$ cat config.mk
export PLATFORM = sky130hd
export DESIGN_NAME = sc_pio_output_pulse
export DESIGN_NICKNAME = d
export VERILOG_FILES = /design/src/rtl/sc_pio_pkg.sv /design/src/rtl/sc_pio_pulse_timer.sv /design/src/rtl/sc_pio_output_pulse.sv
export SDC_FILE = /design/constraint.sdc
export NUM_CORES = 1
export LEC_CHECK = 0
export CAP_MARGIN = 40
export CORE_MARGIN = 4
export CORE_UTILIZATION = 28
export CTS_BUF_LIST = sky130_fd_sc_hd__clkbuf_16
export CTS_CLUSTER_DIAMETER = 120
export DETAILED_ROUTE_END_ITERATION = 6
export GPL_TIMING_DRIVEN = 1
export PLACE_DENSITY = 0.49
export SYNTH_ARGS = -nofsm -noshare
export SYNTH_HDL_FRONTEND = slang
export SYNTH_HIERARCHICAL = 1
export SYNTH_SLANG_ARGS = --single-unit
$ cat constraint.sdc
create_clock -name clk -period 3.17 [get_ports clk]
set_input_delay 0.7925 -clock clk [delete_from_list [all_inputs] [get_ports clk]]
set_output_delay 0.7925 -clock clk [all_outputs]
set_load 0.05 [all_outputs]
$ cat src/rtl/sc_pio_pkg.sv
// Shared register map for the PIO output block with timed pulse inversion.
// Also holds the decoded write-kind enum used by the top-level decode.
package sc_pio_pkg;

  localparam logic [2:0] ADDR_DATA      = 3'd0;
  localparam logic [2:0] ADDR_SET       = 3'd1;
  localparam logic [2:0] ADDR_CLR       = 3'd2;
  localparam logic [2:0] ADDR_TOGGLE    = 3'd3;
  localparam logic [2:0] ADDR_PULSE_LEN = 3'd4;
  localparam logic [2:0] ADDR_PULSE     = 3'd5;
  localparam logic [2:0] ADDR_STATUS    = 3'd6;
  localparam logic [2:0] ADDR_RSVD      = 3'd7;

  typedef enum logic [2:0] {
    WR_NONE,
    WR_DATA,
    WR_SET,
    WR_CLR,
    WR_TOGGLE,
    WR_LEN,
    WR_PULSE
  } wr_kind_e;

  function automatic wr_kind_e decode_wr(input logic en, input logic [2:0] addr);
    wr_kind_e k;
    k = WR_NONE;
    if (en) begin
      case (addr)
        ADDR_DATA:      k = WR_DATA;
        ADDR_SET:       k = WR_SET;
        ADDR_CLR:       k = WR_CLR;
        ADDR_TOGGLE:    k = WR_TOGGLE;
        ADDR_PULSE_LEN: k = WR_LEN;
        ADDR_PULSE:     k = WR_PULSE;
        default:        k = WR_NONE;
      endcase
    end
    return k;
  endfunction

endpackage

$ cat src/rtl/sc_pio_pulse_timer.sv
// Pulse mask and down-counter: arms/retriggers on PULSE writes, clears the
// whole mask together when the shared count expires.
module sc_pio_pulse_timer #(
  parameter int unsigned WIDTH = 21,
  parameter int unsigned CNT_W = 16
) (
  input  logic             clk,
  input  logic             reset,
  input  logic             arm_i,
  input  logic [WIDTH-1:0] bits_i,
  input  logic [CNT_W-1:0] len_i,
  output logic [WIDTH-1:0] mask_o,
  output logic             busy_o
);

  logic [WIDTH-1:0] mask_q, mask_d;
  logic [CNT_W-1:0] cnt_q, cnt_d;
  logic             arm_ok, expire;

  assign arm_ok = arm_i && (len_i != '0) && (bits_i != '0);
  assign expire = (cnt_q == CNT_W'(1));

  always_comb begin
    mask_d = mask_q;
    cnt_d  = cnt_q;
    if (arm_ok) begin
      // A retrigger on the expiry edge starts fresh: the old bits have already
      // served their full length, so only the new bits stay inverted.
      mask_d = expire ? bits_i : (mask_q | bits_i);
      cnt_d  = len_i;
    end else if (cnt_q != '0) begin
      cnt_d = cnt_q - CNT_W'(1);
      if (expire) mask_d = '0;
    end
  end

  always_ff @(posedge clk) begin
    if (reset) begin
      mask_q <= '0;
      cnt_q  <= '0;
    end else begin
      mask_q <= mask_d;
      cnt_q  <= cnt_d;
    end
  end

  assign mask_o = mask_q;
  assign busy_o = (cnt_q != '0);

endmodule

$ cat src/rtl/sc_pio_output_pulse.sv
// Avalon-MM PIO output port with set/clear/toggle and timed pulse inversion.
// out_port = data register XOR active pulse mask; reads are zero-wait.
module sc_pio_output_pulse
  import sc_pio_pkg::*;
#(
  parameter int unsigned      WIDTH       = 21,
  parameter int unsigned      CNT_W       = 16,
  parameter logic [WIDTH-1:0] RESET_VALUE = '0
) (
  input  logic             clk,
  input  logic             reset,
  input  logic [2:0]       address,
  input  logic             chipselect,
  input  logic             write_n,
  input  logic [31:0]      writedata,
  output logic [31:0]      readdata,
  output logic [WIDTH-1:0] out_port,
  output logic             pulse_busy
);

  wr_kind_e         wr_kind;
  logic [WIDTH-1:0] wd;
  logic [WIDTH-1:0] data_q, data_d;
  logic [CNT_W-1:0] len_q, len_d;
  logic [WIDTH-1:0] mask;
  logic             busy;
  logic             unused_wd;

  assign wr_kind   = decode_wr(chipselect & ~write_n, address);
  assign wd        = writedata[WIDTH-1:0];
  assign unused_wd = ^writedata;

  always_comb begin
    data_d = data_q;
    len_d  = len_q;
    case (wr_kind)
      WR_DATA:   data_d = wd;
      WR_SET:    data_d = data_q | wd;
      WR_CLR:    data_d = data_q & ~wd;
      WR_TOGGLE: data_d = data_q ^ wd;
      WR_LEN:    len_d  = writedata[CNT_W-1:0];
      default:   ;
    endcase
  end

  always_ff @(posedge clk) begin
    if (reset) begin
      data_q <= RESET_VALUE;
      len_q  <= '0;
    end else begin
      data_q <= data_d;
      len_q  <= len_d;
    end
  end

  // The timer sees the pre-write PULSE_LEN, so a length write in the same
  // cycle as an arm only affects later arms.
  sc_pio_pulse_timer #(
    .WIDTH (WIDTH),
    .CNT_W (CNT_W)
  ) u_timer (
    .clk    (clk),
    .reset  (reset),
    .arm_i  (wr_kind == WR_PULSE),
    .bits_i (wd),
    .len_i  (len_q),
    .mask_o (mask),
    .busy_o (busy)
  );

  always_comb begin
    readdata = '0;
    case (address)
      ADDR_DATA, ADDR_SET,
      ADDR_CLR, ADDR_TOGGLE: readdata[WIDTH-1:0] = data_q;
      ADDR_PULSE_LEN:        readdata[CNT_W-1:0] = len_q;
      ADDR_PULSE:            readdata[WIDTH-1:0] = mask;
      ADDR_STATUS:           readdata[0]         = busy;
      default:               readdata            = '0;
    endcase
  end

  assign out_port   = data_q ^ mask;
  assign pulse_busy = busy;

endmodule

After elaboration in Yosys (flattened, before gate mapping). Cells that the tools add are included.

Equal/unequal tests: 13. Bitwise operators: 8. $add $sub $neg: 1. Muxes and demuxes: 12. Reduce and logical (&&, ||, !) cells: 11.

Operators with widths (count): 21-bit two-way mux (4); 21-bit one-hot mux with 4 select lines (1); 15-bit one-hot mux with 3 select lines (1); 21-bit bitwise OR (2); 21-bit bitwise XOR (2); 16-bit two-way mux (2); 16-bit nonzero test (2); 21-bit AND (1); 21-bit NOT (1); 21-bit nonzero test (1); 3-bit == test (second input constant) (6); 3-bit one-hot mux with 6 select lines (1); 16-bit by 1-bit == test with 1-bit output (second input constant) (1); 16-bit by 1-bit subtractor with 16-bit output (second input constant) (1); 3-bit by 2-bit == test with 1-bit output (second input constant) (4); 5-bit one-hot mux with 2 select lines (1); 3-bit by 1-bit == test with 1-bit output (second input constant) (2); 1-bit one-hot mux with 4 select lines (1); 2-bit nonzero test (2); 4-bit nonzero test (1); 4-bit OR reduction (1); 3-bit logical NOT (1); 3-bit two-way mux (1); 1-bit logical AND (2); other kinds (3) (3).

Register bits: 74. Input bits: 39.

Logic depth before layout (Yosys ltp).
Word-level depth: 8. Mapped depth: 9. Depth with buffers taken out: 8.

Cells and area by module. Netlist, hierarchy kept.

By module, submodules not included: sc_pio_output_pulse (cells each 384, times used 1, seq. area each 740.7 µm², area an instance 3305.7 µm²); sc_pio_pulse_timer (cells each 156, times used 1, seq. area each 740.7 µm², area an instance 1599.0 µm²).

Worst setup path after synthesis. Ideal clock, no wire load.

Path type: input-to-output. Start point: input port address[0]. End point: output port readdata[16]. Stages: 4. Arrival: 2.166 ns. Path slack: 0.212 ns. Required time: 2.378 ns. Path buffers: 2. Cell sequence: buf_2 > buf_2 > nand2b_1 > o22ai_1.

Cells in the longest elaborated chain, start to end: 3.

RTL lines: start, declared (RTL line sc_pio_output_pulse.sv:12) `input logic [2:0] address,`; 3-bit by 1-bit == test with 1-bit output, or another cell as far along (RTL line sc_pio_output_pulse.sv:73) `case (address)`; 4-bit OR reduction (RTL line sc_pio_output_pulse.sv:73); 5-bit one-hot mux with 2 select lines * (RTL line sc_pio_output_pulse.sv:73); end, declared (RTL line sc_pio_output_pulse.sv:16) `output logic [31:0] readdata,`.

Every way passes the cells marked *; elsewhere a longest branch is shown, timed or not.

Final worst setup path.
Start point: input port address[1]. End point: output port readdata[15].

Cells in the longest elaborated chain, start to end: 3.

RTL lines (RTL line): 3-bit by 1-bit == test with 1-bit output, or another cell as far along (sc_pio_output_pulse.sv:73); 4-bit OR reduction (sc_pio_output_pulse.sv:73); 15-bit one-hot mux with 3 select lines * (sc_pio_output_pulse.sv:73).

Marked as above.

==> results.md <==
Pwr:
- The worst supply voltage drop on vdd is 0.293 mV.
- The internal cell power is 2.16 mW.
- The static leakage is 2.80 nW.
- Of the total power, registers draw 0.338.
- For this design the total switching power over the nets is 1.13 mW.
- The combinational share of power is 0.331.
- The power density relative to cell area is 503 nW/um^2.
- The share of total power dissipated in the clock network is 0.331.
- The fraction of power spent switching nets is 0.344.

Synthesis:
- By area the synthesized netlist is led by dfxtp_1 (30%), ha_1 (11%), mux2i_1 (11%).
- The share of synthesized area in the top cell type comes to 0.302.
- The synthesized design contains 0 enable-type register cells.
- The number of different library cells used by synthesis comes to 47.
- The share of flip-flops with an asynchronous set or reset after synthesis is 0.
- The proportion of synthesized chip area in sequential cells is 0.302.
- Of all cell types, the one taking the most synthesized area is dfxtp_1.
- In the synthesized netlist the dominant register cell turns out to be dfxtp_1.
- The number of warnings reported in the yosys synthesis log is 6.
- The post-synthesis instance area is 4900 um^2.
- The synthesized design contains 74 register bits.
- Synthesis produced 540 cells.
- The average instance in the mapped netlist occupies 9.08 um^2.

Clocking:
- The clock root buffer is clkbuf_16.
- The buffer levels on the longest clock path is 2.
- The clock reaches the later pin of the worst-skew pair after 0.34 ns.
- The count of H-tree levels built during CTS is 3.
- TritonCTS built the clock tree.
- The number of clock buffers added by TritonCTS is 9.
- The cts-stage hold buffer count is 0.
- The number of sinks on the clock net is 74.
- The clock transition time at the flip-flop clock pins of the worst setup and hold paths is 0.06 ns.

Timing:
- Static timing analysis puts the maximum clock frequency at 343 MHz.
- The count of endpoints failing hold in the final timing report is 0.
- The final hold slack is 0.502 ns.
- The max-slew violation total from the final report is 0.
- The time the final worst path needs with I/O delays and setup is 2.91 ns.
- The largest clock skew in the final design is 0.00608 ns.
- Of the available clock period, the critical path in the final layout requires 0.919.
- The pin slew with the least headroom to its limit is 0.667 ns.
- Setup repair after global routing left no endpoint under its margin.
- Headroom to the max-slew limit came out at 0.555.
- The post-layout worst setup margin is 0.258 ns.
- In the final timing run, aggregate negative setup slack is 0 ns.
- Setup violations remaining at the end of the flow were counted as 0.

Layout:
- The area added between synthesis and finish is 33.2%.
- The antenna diode instance count is 0.
- For this run, the post-layout net count is 705.
- Leaving out filler cells and counting taps, the final layout contains 852.
- The share of final-layout standard cells stronger than drive strength 1 is 0.131.

GRT:
- The aggregate global-route resource usage is 0.150.
- After global routing the overflow that remains totals 0.
- The first global-routing pass estimated 23800 um of wire.
- The number of antenna violations at the first check in global routing is 0.
- The pin count of the biggest net entering global routing is 38.
- The number of global-route vias before repair is 4403.

Worst setup path:
- The cell with the most instances on the worst path is buf_12.
- Broken down by cell family, the worst path's largest delay share belongs to buffers and inverters.
- The endpoint of the lowest-slack register-to-register path is u_timer/mask_o[16].
- The path type of the worst setup path is input pin to output pin.
- The largest fanout of any net on the critical path is 15.
- The category of the worst setup path launch point is an input pin.
- The number of gates on the worst path with buffers counted is 5.
- The register-to-register path setup slack is 1.32 ns.
- The data arrival time at the worst-slack endpoint is 2.12 ns.
- The signal on the critical path passes through clkdlybuf4s50_1, nand2b_1, buf_12, o22ai_1, buf_12.
- The worst setup path is captured at an output pin.
- The launch point of the worst reg-to-reg path is u_timer/cnt_q[4].
- On the worst path, the slowest cell contributes a delay of 0.46 ns.
- The critical-path cell with the highest stage delay is clkdlybuf4s50_1.
- STA puts the critical path data required time at 2.38 ns.
- The number of buffers and inverters on the critical path is 3.
- The depth of the worst register-to-register path is 7.

Hold path:
- The startpoint identified for the worst hold timing path is len_q[9].
- The worst min-delay path class is flip-flop to flip-flop.
- Counting instances, the worst hold path has a depth of 1.
- The sink of the worst hold path is u_timer/cnt_q[9].

Die:
- The die is 140 um tall.
- The row count is 48.
- The die covers 19700 um^2.
- The die is 140 um wide.
- The core outline area is 17200 um^2.
- The initial utilization of the core area, before any placement, comes to 0.285.
- The top-level port count is 93.

Route:
- For this run, the detailed router's first-pass iteration total came to 4.
- For this run, design rule violations remaining after detail routing come to 0.
- The mean number of vias per cell is 5.00.
- The first routing iteration left 188 violations.
- The count of antenna-violating nets left after detailed routing is 0.
- The wire length reported by the detailed router is 14500 um.
- The routed layout has 4260 vias.
- Dividing the detail-routed wire length by the instance count gives 17.0 um.

Placed design:
- The number of placed instances, taps included, is 836.
- After legalization and detailed placement, the total HPWL measured 10500 um.
- The placer's final routability congestion estimate is 0.832.
- The number of buffer cells added on primary ports is 70.
- The worst setup slack after placement is 0.218 ns.

Run:
- The max-cap check violation count is 0.

Outcome:
- The run finished with clean final reports.
final cells by class:
| cell class | count | area, um^2 |
|---|---|---|
| Fill cell | 1711 | 10700 |
| Timing Repair Buffer | 104 | 1220 |
| Tap cell | 225 | 282 |
| Inverter | 46 | 173 |
| Clock buffer | 9 | 225 |
| Multi-Input combinational cell | 387 | 3070 |
| Clock inverter | 7 | 85.1 |
| Sequential cell | 74 | 1480 |
power by group through the flow:
stage | Clock (mW) | Sequential [mW] | Combinational [mW]
finish | 1.09 | 1.11 | 1.09
global route | 1.16 | 1.12 | 1.19
CTS | 1.11 | 1.11 | 1.09
detailed placement | 0 | 1.13 | 1.09
global placement | 0 | 1.12 | 1.06
floorplan | 0 | 1.11 | 0.750
worst reg2reg max path, stage by stage (launching register included):
cell and delay, ns:
dfxtp_1 0.37, nor4_4 0.32, buf_4 0.18, nand3_1 0.08, o21a_1 0.18, a31o_2 0.24
buf_4 0.18, a22o_1 0.19
synth_stat cells (2+ instances only):
library cell and number:
nand4_1 3, nand2_1 32, o211ai_1 3, nor4_1 11, o21bai_1 21, xnor2_1 8, a221oi_1 21, xor2_1 25
clkbuf_1 16, nor3_1 6, nor2_2 2, dfxtp_1 74, inv_1 46, o21a_1 2, mux2i_1 55, nand3_1 4
a311oi_1 2, o21ai_0 22, o2bb2ai_1 11, buf_2 13, nand3b_1 2, ha_1 44, buf_4 12, nor3b_1 2
nor2_1 8, a22o_1 21, nand2b_1 34, o22ai_1 21
cells in the final DEF (no fill, tap or decap), types with 4 or more instances in the layout:
cell type        synthesis  final
clkdlybuf4s50_1          0     47
inv_1                   46     47
nand3_1                  4      4
o21bai_1                21     21
nor3_1                   6      6
mux2i_1                 55     55
xor2_1                  25     25
o2bb2ai_1               11     11
conb_1                   1     11
nand2b_1                34     34
nor2_1                   8      8
clkbuf_16                0      9
a22o_1                  21     21
a221oi_1                21     21
dfxtp_1                 74     74
o21ai_0                 22     22
o22ai_1                 21     21
nor4_1                  11     11
buf_12                   0     25
xnor2_1                  8      8
buf_4                   12     31
nand2_1                 32     32
ha_1                    44     44
per-stage QoR:
step	total power [mW]	area [um^2]	utilization
after CTS	3.31	6530	0.379
final	3.29	6530	0.379
after global placement	2.19	6220	0.361
after global routing	3.46	6530	0.379
after floorplan	1.86	4940	-
after detailed placement	2.22	6220	0.361
routing by layer:
layer  wire (um)  share of wire  vias to the layer above  track usage
li1            -              -                     2082            -
met1        6890           0.47                     2061        0.206
met2        6790           0.47                      102        0.242
met3         646          0.045                       15       0.0236
met4         183          0.013                        0       0.0500
met5           0              0                        -            0
cells by family after synthesis:
kind of cell             after synthesis  share of synthesized area
XOR/XNOR                              33                     0.0589
flip-flops                            74                      0.302
AND/OR/NAND/NOR                      114                      0.133
adder cells (fa/ha/maj)               44                      0.112
AO/OA/AOI/OAI                        130                      0.197
buffers and inverters                 89                     0.0829
multiplexers                          55                      0.112
other                                  1                   0.000765
registers in the layout (all words and copies together), names as in the netlist:
register and flops:
u_timer/cnt_q 16, data_q 21, len_q 16, u_timer/mask_o 21
worst max-delay path by stage:
stage / startpoint / to / slack [ns]
3_3_place_gp: address[1] / readdata[9] / 0.25
3_5_place_dp: writedata[9] / u_timer/cnt_q[6] / 0.22
5_1_grt: u_timer/cnt_q[0] / readdata[0] / 0.15
2_1_floorplan: address[0] / readdata[16] / 0.21
6_report: address[1] / readdata[15] / 0.26
4_1_cts: u_timer/cnt_q[0] / pulse_busy / 0.1
timing repair:
action / 4_1_cts / 5_1_grt
buffers inserted: 0 / 0
resized for setup: 0 / 1
endpoints found under the setup margin: 0 / 1
(Power assumes the default switching activity.)
